**config.mk**
```make
export PLATFORM = sky130hd
export DESIGN_NAME = mult_booth_ctrl
export DESIGN_NICKNAME = d
export VERILOG_FILES = /design/src/rtl/mult_booth_ctrl.sv
export SDC_FILE = /design/constraint.sdc
export NUM_CORES = 1
export LEC_CHECK = 0
export CORE_ASPECT_RATIO = 1.75
export CORE_UTILIZATION = 59
export DETAILED_ROUTE_END_ITERATION = 10
export GPL_TIMING_DRIVEN = 0
export MAX_ROUTING_LAYER = met4
export PLACE_DENSITY = 0.92
export SLEW_MARGIN = 20
export SYNTH_ARGS = -nofsm -noshare
export SYNTH_HDL_FRONTEND = slang
export SYNTH_SLANG_ARGS = --single-unit
```
**constraint.sdc**
```tcl
create_clock -name clock -period 8.28 [get_ports clock]
set_input_delay 2.07 -clock clock [delete_from_list [all_inputs] [get_ports clock]]
set_output_delay 2.07 -clock clock [all_outputs]
set_load 0.05 [all_outputs]
```
**src/rtl/mult_booth_ctrl.sv**
```systemverilog
// Sequencer around a combinational radix-4 Booth step: 16 steps per multiply, 32-bit signed result.
// Optional build macro MULT_ZERO_SKIP_EN: a zero operand completes in one cycle without iterating.
module mult_booth_ctrl #(
  parameter int STEPS = 16,
  parameter int CNT_W = 5
) (
  input  logic        clock,
  input  logic        reset,
  input  logic        ctrl_MULT,
  input  logic [31:0] data_operandA,
  input  logic [31:0] data_operandB,
  output logic [31:0] data_result,
  output logic        data_exception,
  output logic        data_resultRDY,
  output logic        busy,
  output logic [1:0]  dbg_state
);

  // Handshake: ctrl_MULT is a level start, sampled with the operands on every rising edge it is high
  // (in any state, restarting a running multiply). data_resultRDY is a one-cycle pulse, no back-pressure;
  // data_result/data_exception stay valid until the next completion or reset.
  typedef enum logic [1:0] {
    IDLE = 2'd0,
    RUN  = 2'd1,
    DONE = 2'd2
  } state_t;

  state_t             state, next_state;
  logic [64:0]        prod_reg, prod_next;
  logic [31:0]        mcand;
  logic [CNT_W-1:0]   count;
  logic               mplier_01;
  logic               last_step;
  logic               skip_start;
  logic               ovf;

  // The add is done two bits wider than the accumulator so the +/-2M partial product never wraps;
  // after the arithmetic shift by 2 the accumulator fits back into 32 bits.
  function automatic logic [64:0] booth_step(input logic [64:0] p, input logic [31:0] m);
    logic [33:0] acc;
    logic [33:0] pp;
    logic [66:0] wide;
    acc = {{2{p[64]}}, p[64:33]};
    case (p[2:0])
      3'b001, 3'b010: pp = {{2{m[31]}}, m};
      3'b011:         pp = {m[31], m, 1'b0};
      3'b100:         pp = -{m[31], m, 1'b0};
      3'b101, 3'b110: pp = -{{2{m[31]}}, m};
      default:        pp = '0;
    endcase
    acc  = acc + pp;
    wide = {acc, p[32:0]};
    return wide[66:2];
  endfunction

`ifdef MULT_ZERO_SKIP_EN
  assign skip_start = ctrl_MULT && ((data_operandA == 32'd0) || (data_operandB == 32'd0));
`else
  assign skip_start = 1'b0;
`endif

  assign prod_next = booth_step(prod_reg, mcand);
  assign last_step = (state == RUN) && (count == CNT_W'(STEPS - 1));

  // Upper word must be the sign extension of bit 32; a most-negative multiplicand times anything
  // other than 0 or 1 can never fit.
  assign ovf = (~(&prod_next[64:32]) && (|prod_next[64:32])) ||
               ((mcand == 32'h8000_0000) && !mplier_01);

  always_ff @(posedge clock) begin
    if (reset) state <= IDLE;
    else       state <= next_state;
  end

  always_comb begin
    next_state = state;
    if (ctrl_MULT) begin
      next_state = skip_start ? DONE : RUN;
    end else begin
      case (state)
        IDLE:    next_state = IDLE;
        RUN:     next_state = last_step ? DONE : RUN;
        DONE:    next_state = IDLE;
        default: next_state = IDLE;
      endcase
    end
  end

  always_ff @(posedge clock) begin
    if (reset) begin
      prod_reg       <= '0;
      mcand          <= '0;
      count          <= '0;
      mplier_01      <= 1'b0;
      data_result    <= '0;
      data_exception <= 1'b0;
    end else if (ctrl_MULT) begin
      prod_reg  <= {32'd0, data_operandB, 1'b0};
      mcand     <= data_operandA;
      count     <= '0;
      mplier_01 <= (data_operandB[31:1] == 31'd0);
      if (skip_start) begin
        data_result    <= '0;
        data_exception <= 1'b0;
      end
    end else if (state == RUN) begin
      prod_reg <= prod_next;
      count    <= count + CNT_W'(1);
      if (last_step) begin
        data_result    <= prod_next[32:1];
        data_exception <= ovf;
      end
    end
  end

  assign data_resultRDY = (state == DONE);
  assign busy           = (state == RUN);
  assign dbg_state      = state;

endmodule
```
Word-level counts from Yosys, hierarchy flattened
Index checks and enable logic that the tools add are counted.

storage, ports and cells
  bits of input ports = 67
  memories = 0
  logic and storage cells = 46
  bits in read-only memories = 0
  register bits after elaboration = 138
  latch bits = 0
  bits in writable memories = 0

cells by class
  magnitude comparators = 0
  shift operators = 0
  mux-type cells = 6
  add/sub/neg operators = 4
  bitwise operators = 3
  divide/modulo/power cells = 0
  multiply operators = 0
  equal/unequal tests = 10
  reductions and logical operators = 14

operators with widths
  cell                  number
  $pmux 34 s4           1
  $neg 34->34           2
  $mux 33               2
  $add 34x34->34        1
  $reduce_and 33->1     1
  $reduce_or 33->1      1
  $eq 32x32->1 const B  1
  $logic_not 31->1      1
  $eq 3x3->1 const B    3
  $eq 3x2->1 const B    2
  $reduce_or 2->1       3
  $add 5x1->5 const B   1
  $eq 5x4->1 const B    1
  $eq 3x1->1 const B    1
  $logic_and 1x1->1     3
  $not 1->1             3
  $reduce_and 3->1      1
  $reduce_or 3->1       1
  $eq 2x1->1 const B    1
  $eq 2x2->1 const B    1
  $mux 1                2
  $mux 2                1
  $reduce_bool 2->1     1
  $logic_not 1->1       1
  $logic_or 1x1->1      1

Longest topological paths before layout
Gate-level depths: netlist of run 1.

  depth after elaboration = 8
  gate-level depth with buffers = 23
  depth with buffers taken out = 23

Least setup slack after synthesis of run 1
No wires, ideal clock.

  kind = flip-flop to flip-flop
  from = register mcand[8]
  to = register data_exception
  setup slack = 2907 ps
  path buffers = 1
  arrival = 5314 ps
  stages on the path, launching flop included = 23
  setup time = 59 ps
  required time = 8221 ps
  cell sequence = dfxtp_1 clkbuf_1 or4_1 or3_1 nand2b_1 or3_1 or2_1 or3_1 nand2_1 xnor2_1 a221oi_1 a31oi_1 ha_1 a21oi_1 nor2_1 or3_1 nor3_1 o21ai_1 a211o_1 a211oi_1 xnor2_2 a311o_2 nand2_1

on the way
  cells in the longest elaborated chain, start to end = 7

ends and longest elaborated chain
  item                                   RTL line  RTL
  start, declared                        30        logic [31:0] mcand;
  start signal, assigned                 99        mcand <= data_operandA;
  $neg 34->34, on equally long branches  48, 47
  $pmux 34 s4                            44        case (p[2:0])
  $add 34x34->34                         51        acc = acc + pp;
  $reduce_and 33->1                      67        assign ovf = (~(&prod_next[64:32]) && (|prod_next[64:32])) ||
  $not 1->1                              67
  $logic_and 1x1->1                      67
  $logic_or 1x1->1 (*)                   67
  end signal, assigned                   111       data_exception <= ovf;
  end, declared                          13        output logic data_exception,

Every way passes the cells marked *; elsewhere a longest branch is shown, timed or not.
A chain may end at the register's enable or synchronous reset.

Worst setup path after layout of run 1
  from = register mcand[2]
  to = register data_exception

The elaborated chain is that of the path after synthesis.

==> results.ini, run 1 <==
[logic_synthesis]
netlist_instances=1262
synth_fp_nets=1366
synth_seq_area_share_pct=30.3
synth_flop_cell=dfxtp_1
synth_edf_count=0
syn_avg_cell_area_um2=7.22
netlist_area_um2=9110
yosys_warnings=0
ys_types=72
async_flop_share_pct=0
synth-seq-cells=138

[setup_path]
slowest_stage=nor4_1
cp-start-kind=register
critPathRequiredTime_ps=8600
critPathKind=reg2reg
path_common_cell=nand2_1
cp-end-kind=register
crit_fanout=7
path_buf_inv=1
path_cells=buf_6, or3_4, nor4_1, nand2b_1, or3_1, or2_1, or3_1, nand2_1, xnor2_1, a221oi_1, a31oi_1, ha_1, and4_1, nand2_1, nor3_1, o21ai_0, nand4_1, nor3b_1, nand2_1, a2111o_1, o311ai_1, nand2_1
ff2ff_setup_slack_ps=1670
reg2reg_from=mcand[2]$_SDFFE_PP0P_
cpLargestDelayFamily=simple AND/OR/NAND/NOR gates
cp.arrival_ps=6930
reg2reg_depth=22
timing.rr.end=data_exception$_SDFFE_PP0P_
critPathMaxStageDelay_ps=770

[global_route]
antenna_found_initial=0
grt_pass1_vias=10000
grt_pass1_wl_mm=48.7
grt.total_usage_pct=40.7
grt_max_degree=17
grt.overflow.total=0

[worst_hold_path]
hold_path_depth=2
holdPathEnd=data_result[18]$_SDFFE_PP0P_
worstHoldStart=data_result[18]$_SDFFE_PP0P_
hp-class=reg2reg

[sta]
hold_violations=0
final.setup.tns_ps=0
tightest_slew_ps=952
period_share_pct=79.8
final_max_slew_viol_count=0
rsz0062_at_grt=false
setup_violations=0
fin_skew_ps=11.2
fmax_mhz=151
relSlewSlack_pct=34.9
fin_crit_ps=6610

[power]
ir_worst_vdd_uv=137
power_density_nw_per_um2=169
leakage_nw=4.05

[outcome]
status=complete, no violations

[drt]
drc=0
finalWirelength_mm=31.1
drtPass1Iterations=6
drtIter0Drc=890
wl_per_cell_um=19.7
vias_per_cell=6.50
ant_nets=0
vias=10300

[cells_and_area]
diodes=0
final_cells=1579
final_nets=1487
drive_gt1_share_pct=4.15
largest_register_ffs=65
fillCellCount=1214
area_growth_pct=20.0

[floorplanning]
coreArea_um2=15000
initial_core_util_pct=60.8
die_area_um2=16000
die_h_um=166
io_pins=104
die_x_um=95.9
rows=59

[clocking]
numCtsBuffers=17
cts-root-buf=clkbuf_16
cts-resized-gates=0
cts_buffer_depth=2
clkSinkCount=138
post-cts-setup-buffers=0
cts-hold-fix-buffers=0
clock_latency_ps=440
htree_levels=4
clk_pin_slew_worst_paths_ps=70
cts_tree=done

[place]
port_buffers=102
placed_cells=1547
post-dp-hpwl_mm=22.5
place.gp.congestion=1.04

[flow_run]
drv_cap=0

-- metrics by stage --
step / cell area [um2] / power, mW / hold WS (ps) / setup WS [ps] / util, %
after global placement: 10400 / 1.08 / 440 / 1880 / 69.1
after detailed placement: 10400 / 1.08 / 445 / 1870 / 69.1
after CTS: 10900 / 1.83 / 455 / 1830 / 73.0
final: 10900 / 1.85 / 454 / 1670 / 73.0
after floorplan: 9110 / 0.963 / 436 / 2910 / -
after global routing: 10900 / 1.90 / 477 / 1300 / 73.0
-- cell usage in the layout, fill, tap and decap left out, drive strengths merged, types with 4 or more instances in the layout --
master and count:
or3 14, nand4 14, nor2b 6, and3 5, or4 9, clkinv 7
dfxtp 138, o21a 5, a31oi 15, nand2 259, xor2 23, o22ai 6
o31ai 4, nor3 22, nor2 129, and2 5, a221oi 16, o21ai 40
buf 13, ha 36, inv 24, a21oi 183, o221ai 5, nand2b 7
a22oi 18, a21o 12, clkdlybuf4s50 102, mux2i 33, xnor2 51, mux2 6
a221o 4, a211oi 9, o211ai 5, or2 9, nor4 15, clkbuf 94
nand3 14
-- per-layer routing --
layer	GRT usage [%]	routed length [um]	up-vias
li1	-	-	4705
met1	39.9	10800	4765
met2	67.5	15300	602
met3	7.78	2240	185
met4	33.0	2740	0
met5	-	0	-
-- cell type report --
class	instances	area [um2]	area share, %
multi-input combinational	1017	5930	54.2
timing repair buffer	102	1020	9.34
clock inverter	15	146	1.34
sequential	138	2760	25.3
tap	183	229	2.09
buffer	90	358	3.27
clock buffer	17	425	3.89
inverter	17	63.8	0.584
-- cells by family after synthesis --
logic type,count (synthesis),synth area share (%)
AO/OA/AOI/OAI,350,23.4
XOR/XNOR,74,7.20
adder cells (fa/ha/maj),37,5.16
buffers and inverters,107,4.63
flip-flops,138,30.3
multiplexers,39,4.37
AND/OR/NAND/NOR,517,24.9
-- power breakdown --
part	total, mW	internal (mW)	switching (mW)	leakage [nW]
logic	0.376	0.143	0.233	2.64
registers	0.712	0.687	0.0250	1.13
clock network	0.761	0.400	0.361	0.281
-- worst min-delay path: cells and delay by family, from the launching register on --
kind / cells / cell delay (ps)
AO/OA/AOI/OAI: 1 / 50
flip-flops: 1 / 310
AND/OR/NAND/NOR: 1 / 50
-- cell usage after synthesis, drive strengths merged (3+ instances only) --
| cell | number | area (um2) |
|---|---|---|
| dfxtp | 138 | 2760 |
| a22oi | 18 | 135 |
| o21a | 5 | 37.5 |
| nand2b | 7 | 43.8 |
| mux2 | 6 | 67.6 |
| o211ai | 5 | 37.5 |
| nand4 | 14 | 87.6 |
| or4 | 9 | 75.1 |
| buf | 13 | 67.6 |
| nor2b | 6 | 37.5 |
| nand2 | 259 | 972 |
| a221o | 4 | 40.0 |
| o21ai | 40 | 200 |
| and2 | 5 | 31.3 |
| a221oi | 16 | 146 |
| xnor2 | 51 | 454 |
| clkbuf | 77 | 290 |
| a211o | 3 | 26.3 |
| o31ai | 4 | 30.0 |
| a21o | 12 | 90.1 |
| or2 | 9 | 56.3 |
| a31oi | 15 | 93.8 |
| and3 | 5 | 31.3 |
| mux2i | 33 | 330 |
| nor4 | 15 | 93.8 |
| ha | 36 | 450 |
| nand3 | 14 | 70.1 |
| a21oi | 183 | 920 |
| nor2 | 129 | 484 |
| nor3 | 22 | 110 |
| o221ai | 5 | 43.8 |
| o22ai | 6 | 37.5 |
| inv | 15 | 56.3 |
| and4 | 3 | 26.3 |
| a211oi | 9 | 67.6 |
| xor2 | 23 | 201 |
| a22o | 3 | 26.3 |
| or3 | 14 | 92.6 |
-- how the worst max path moves through the flow --
stage | startpoint | to | cells past startpoint
global route | mcand[2]$_SDFFE_PP0P_ | data_exception$_SDFFE_PP0P_ | 22
floorplan | mcand[8]$_SDFFE_PP0P_ | data_exception$_SDFFE_PP0P_ | 22
detailed placement | mcand[2]$_SDFFE_PP0P_ | data_exception$_SDFFE_PP0P_ | 22
global placement | mcand[2]$_SDFFE_PP0P_ | data_exception$_SDFFE_PP0P_ | 22
finish | mcand[2]$_SDFFE_PP0P_ | data_exception$_SDFFE_PP0P_ | 22
CTS | mcand[2]$_SDFFE_PP0P_ | data_exception$_SDFFE_PP0P_ | 22
No activity file was read; power rests on OpenSTA's default activity.
==> run 2, diff against run 1 <==
--- a/config.mk
+++ b/config.mk
@@ -6,11 +6,11 @@
 export NUM_CORES = 1
 export LEC_CHECK = 0
 export CORE_ASPECT_RATIO = 1.75
-export CORE_UTILIZATION = 59
+export CORE_UTILIZATION = 57
 export DETAILED_ROUTE_END_ITERATION = 10
 export GPL_TIMING_DRIVEN = 0
 export MAX_ROUTING_LAYER = met4
-export PLACE_DENSITY = 0.92
+export PLACE_DENSITY = 0.9
 export SLEW_MARGIN = 20
 export SYNTH_ARGS = -nofsm -noshare
 export SYNTH_HDL_FRONTEND = slang
==> constraint.sdc (replaced) <==
create_clock -name clock -period 6.36 [get_ports clock]
set_input_delay 1.59 -clock clock [delete_from_list [all_inputs] [get_ports clock]]
set_output_delay 1.59 -clock clock [all_outputs]
set_load 0.05 [all_outputs]
==> results.ini, run 2 (synthesis results as in run 1) <==
[sta]
fin_crit_ps=6140  ; -463 ps
period_share_pct=96.6  ; +17 points
worst_slack_ps=217  ; -1460 ps
rsz0062_at_grt=false
fin_skew_ps=12.6  ; +1.37 ps
fmax_mhz=163  ; +7.5%
relSlewSlack_pct=32.1  ; -2.8 points
hold_ws_ps=453  ; -1.27 ps
tightest_slew_ps=1020  ; +64.6 ps
setup_violations=0  ; unchanged
final.setup.tns_ps=0  ; unchanged
final_max_slew_viol_count=0  ; unchanged
hold_violations=0  ; unchanged

[power]
leakage_nw=4.04  ; -0.21%
ir_worst_vdd_uv=146  ; +6.7%
total_power_mw=2.39  ; +29%
power_density_nw_per_um2=218  ; +29%

[drt]
drtIter0Drc=830  ; -6.7%
wl_met3_mm=1.66  ; -26%
dr_wl_met2_mm=16.0  ; +4.2%
ant_nets=0  ; unchanged
highest-signal-layer=met4
met1_length_mm=11.1  ; +3.4%
finalWirelength_mm=31.1  ; about the same
vias=10000  ; -2.2%
vias_per_cell=6.34  ; -2.4%
wl_per_cell_um=19.7  ; about the same
drtPass1Iterations=5  ; -1
drc=0  ; unchanged

[setup_path]
cp-start-kind=register
cp-end-kind=register
ff2ff_setup_slack_ps=220  ; -1460 ps
timing.rr.end=data_exception$_SDFFE_PP0P_
crit_fanout=7  ; unchanged
reg2reg_depth=22  ; unchanged
cp.arrival_ps=6460  ; -470 ps
critPathKind=reg2reg
reg2reg_from=mcand[9]$_SDFFE_PP0P_
critPathRequiredTime_ps=6680  ; -1920 ps

[clocking]
htree_levels=4  ; unchanged
post-cts-setup-buffers=0  ; unchanged
cts-hold-fix-buffers=0  ; unchanged
cts-resized-gates=0  ; unchanged
clock_latency_ps=440  ; about the same
clkSinkCount=138  ; unchanged
cts_tree=done
numCtsBuffers=17  ; unchanged
clk_pin_slew_worst_paths_ps=70  ; about the same
cts-root-buf=clkbuf_16
cts_buffer_depth=2  ; unchanged

[cells_and_area]
stdcell_area_um2=11000  ; +0.39%
final_util_pct=71.0  ; -2.0 points
drive_gt1_share_pct=4.58  ; +0.43 points
final_cells=1582  ; +0.19%
final_nets=1487  ; unchanged
final_cell_mix=nand2_1, a21oi_1, dfxtp_1, nor2_1, clkdlybuf4s50_1
area_growth_pct=20.5
diodes=0  ; unchanged
largest_register_ffs=65  ; unchanged
final_common_cell=nand2_1

[floorplanning]
io_pins=104  ; unchanged
die_h_um=169  ; +1.7%
die_area_um2=16500  ; +3.4%
die_x_um=97.6  ; +1.7%
initial_core_util_pct=58.9  ; -1.9 points
rows=60  ; +1.7%
coreArea_um2=15500  ; +3.2%

[place]
detailedPlace.worstSlack_ps=172  ; -1700 ps
place.gp.congestion=0.985  ; -5.7%
port_buffers=102  ; unchanged
post-dp-hpwl_mm=23.3  ; +3.6%
placed_cells=1550  ; +0.19%
postPlaceCellArea_um2=10400  ; about the same

[outcome]
status=complete, no violations

[global_route]
grt.overflow.total=0  ; unchanged
grt_pass1_wl_mm=48.7  ; about the same
grt_pass1_vias=9753  ; -2.7%
grt.total_usage_pct=38.3  ; -2.3 points
grt_max_degree=17  ; unchanged
antenna_found_initial=0  ; unchanged

[worst_hold_path]
hp-class=reg2reg
hold_path_depth=2  ; unchanged
worstHoldStart=data_result[19]$_SDFFE_PP0P_
holdPathEnd=data_result[19]$_SDFFE_PP0P_

[flow_run]
drv_cap=0  ; unchanged

==> run 2: routing by layer <==
metal	global-route usage, %	vias to the layer above
li1	-	4702
met1	37.8	4746
met2	67.5	440
met3	5.15	140
met4	29.8	0
met5	-	-
==> run 2: how the worst max path moves through the flow <==
stage          cells after the start             startpoint                          end  slack [ps]
3_5_place_dp                      22  mcand[2]$_SDFFE_PP0P_  data_exception$_SDFFE_PP0P_         170
5_1_grt                           22  mcand[9]$_SDFFE_PP0P_  data_exception$_SDFFE_PP0P_           3
6_report                          22  mcand[9]$_SDFFE_PP0P_  data_exception$_SDFFE_PP0P_         220
4_1_cts                           22  mcand[2]$_SDFFE_PP0P_  data_exception$_SDFFE_PP0P_         130
3_3_place_gp                      22  mcand[2]$_SDFFE_PP0P_  data_exception$_SDFFE_PP0P_         160
2_1_floorplan                     22  mcand[8]$_SDFFE_PP0P_  data_exception$_SDFFE_PP0P_         990
==> run 2: report_power, final <==
group	switching, mW	leakage [nW]	internal [mW]
sequential	0.0322	1.13	0.894
combinational	0.303	2.65	0.188
clock	0.462	0.266	0.516
total	0.796	4.04	1.60
==> run 2: final cells by class <==
cell class,instances,area (um2)
buffer,90,358
clock buffer,18,429
clock inverter,14,134
fill,1307,4490
inverter,17,63.8
multi-input combinational,1017,5970
sequential,138,2760
tap,186,233
timing repair buffer,102,1020
==> run 2: worst max-delay path, cell delays in order (launching register included) <==
cell      delay (ps)
dfxtp_1          300
clkbuf_1         180
or4_1            560
or3_1            400
nand2b_1         230
or3_1            390
or2_1            280
or3_1            430
nand2_1          100
xnor2_1          140
a221oi_1         120
a31oi_1          390
ha_1             410
nand2_1          170
nor2_1            80
or3_1            320
nor3_1           190
o21ai_1          170
a211o_1          370
xor2_1           190
nor4_1           350
a311o_2          230
nand2_1           40
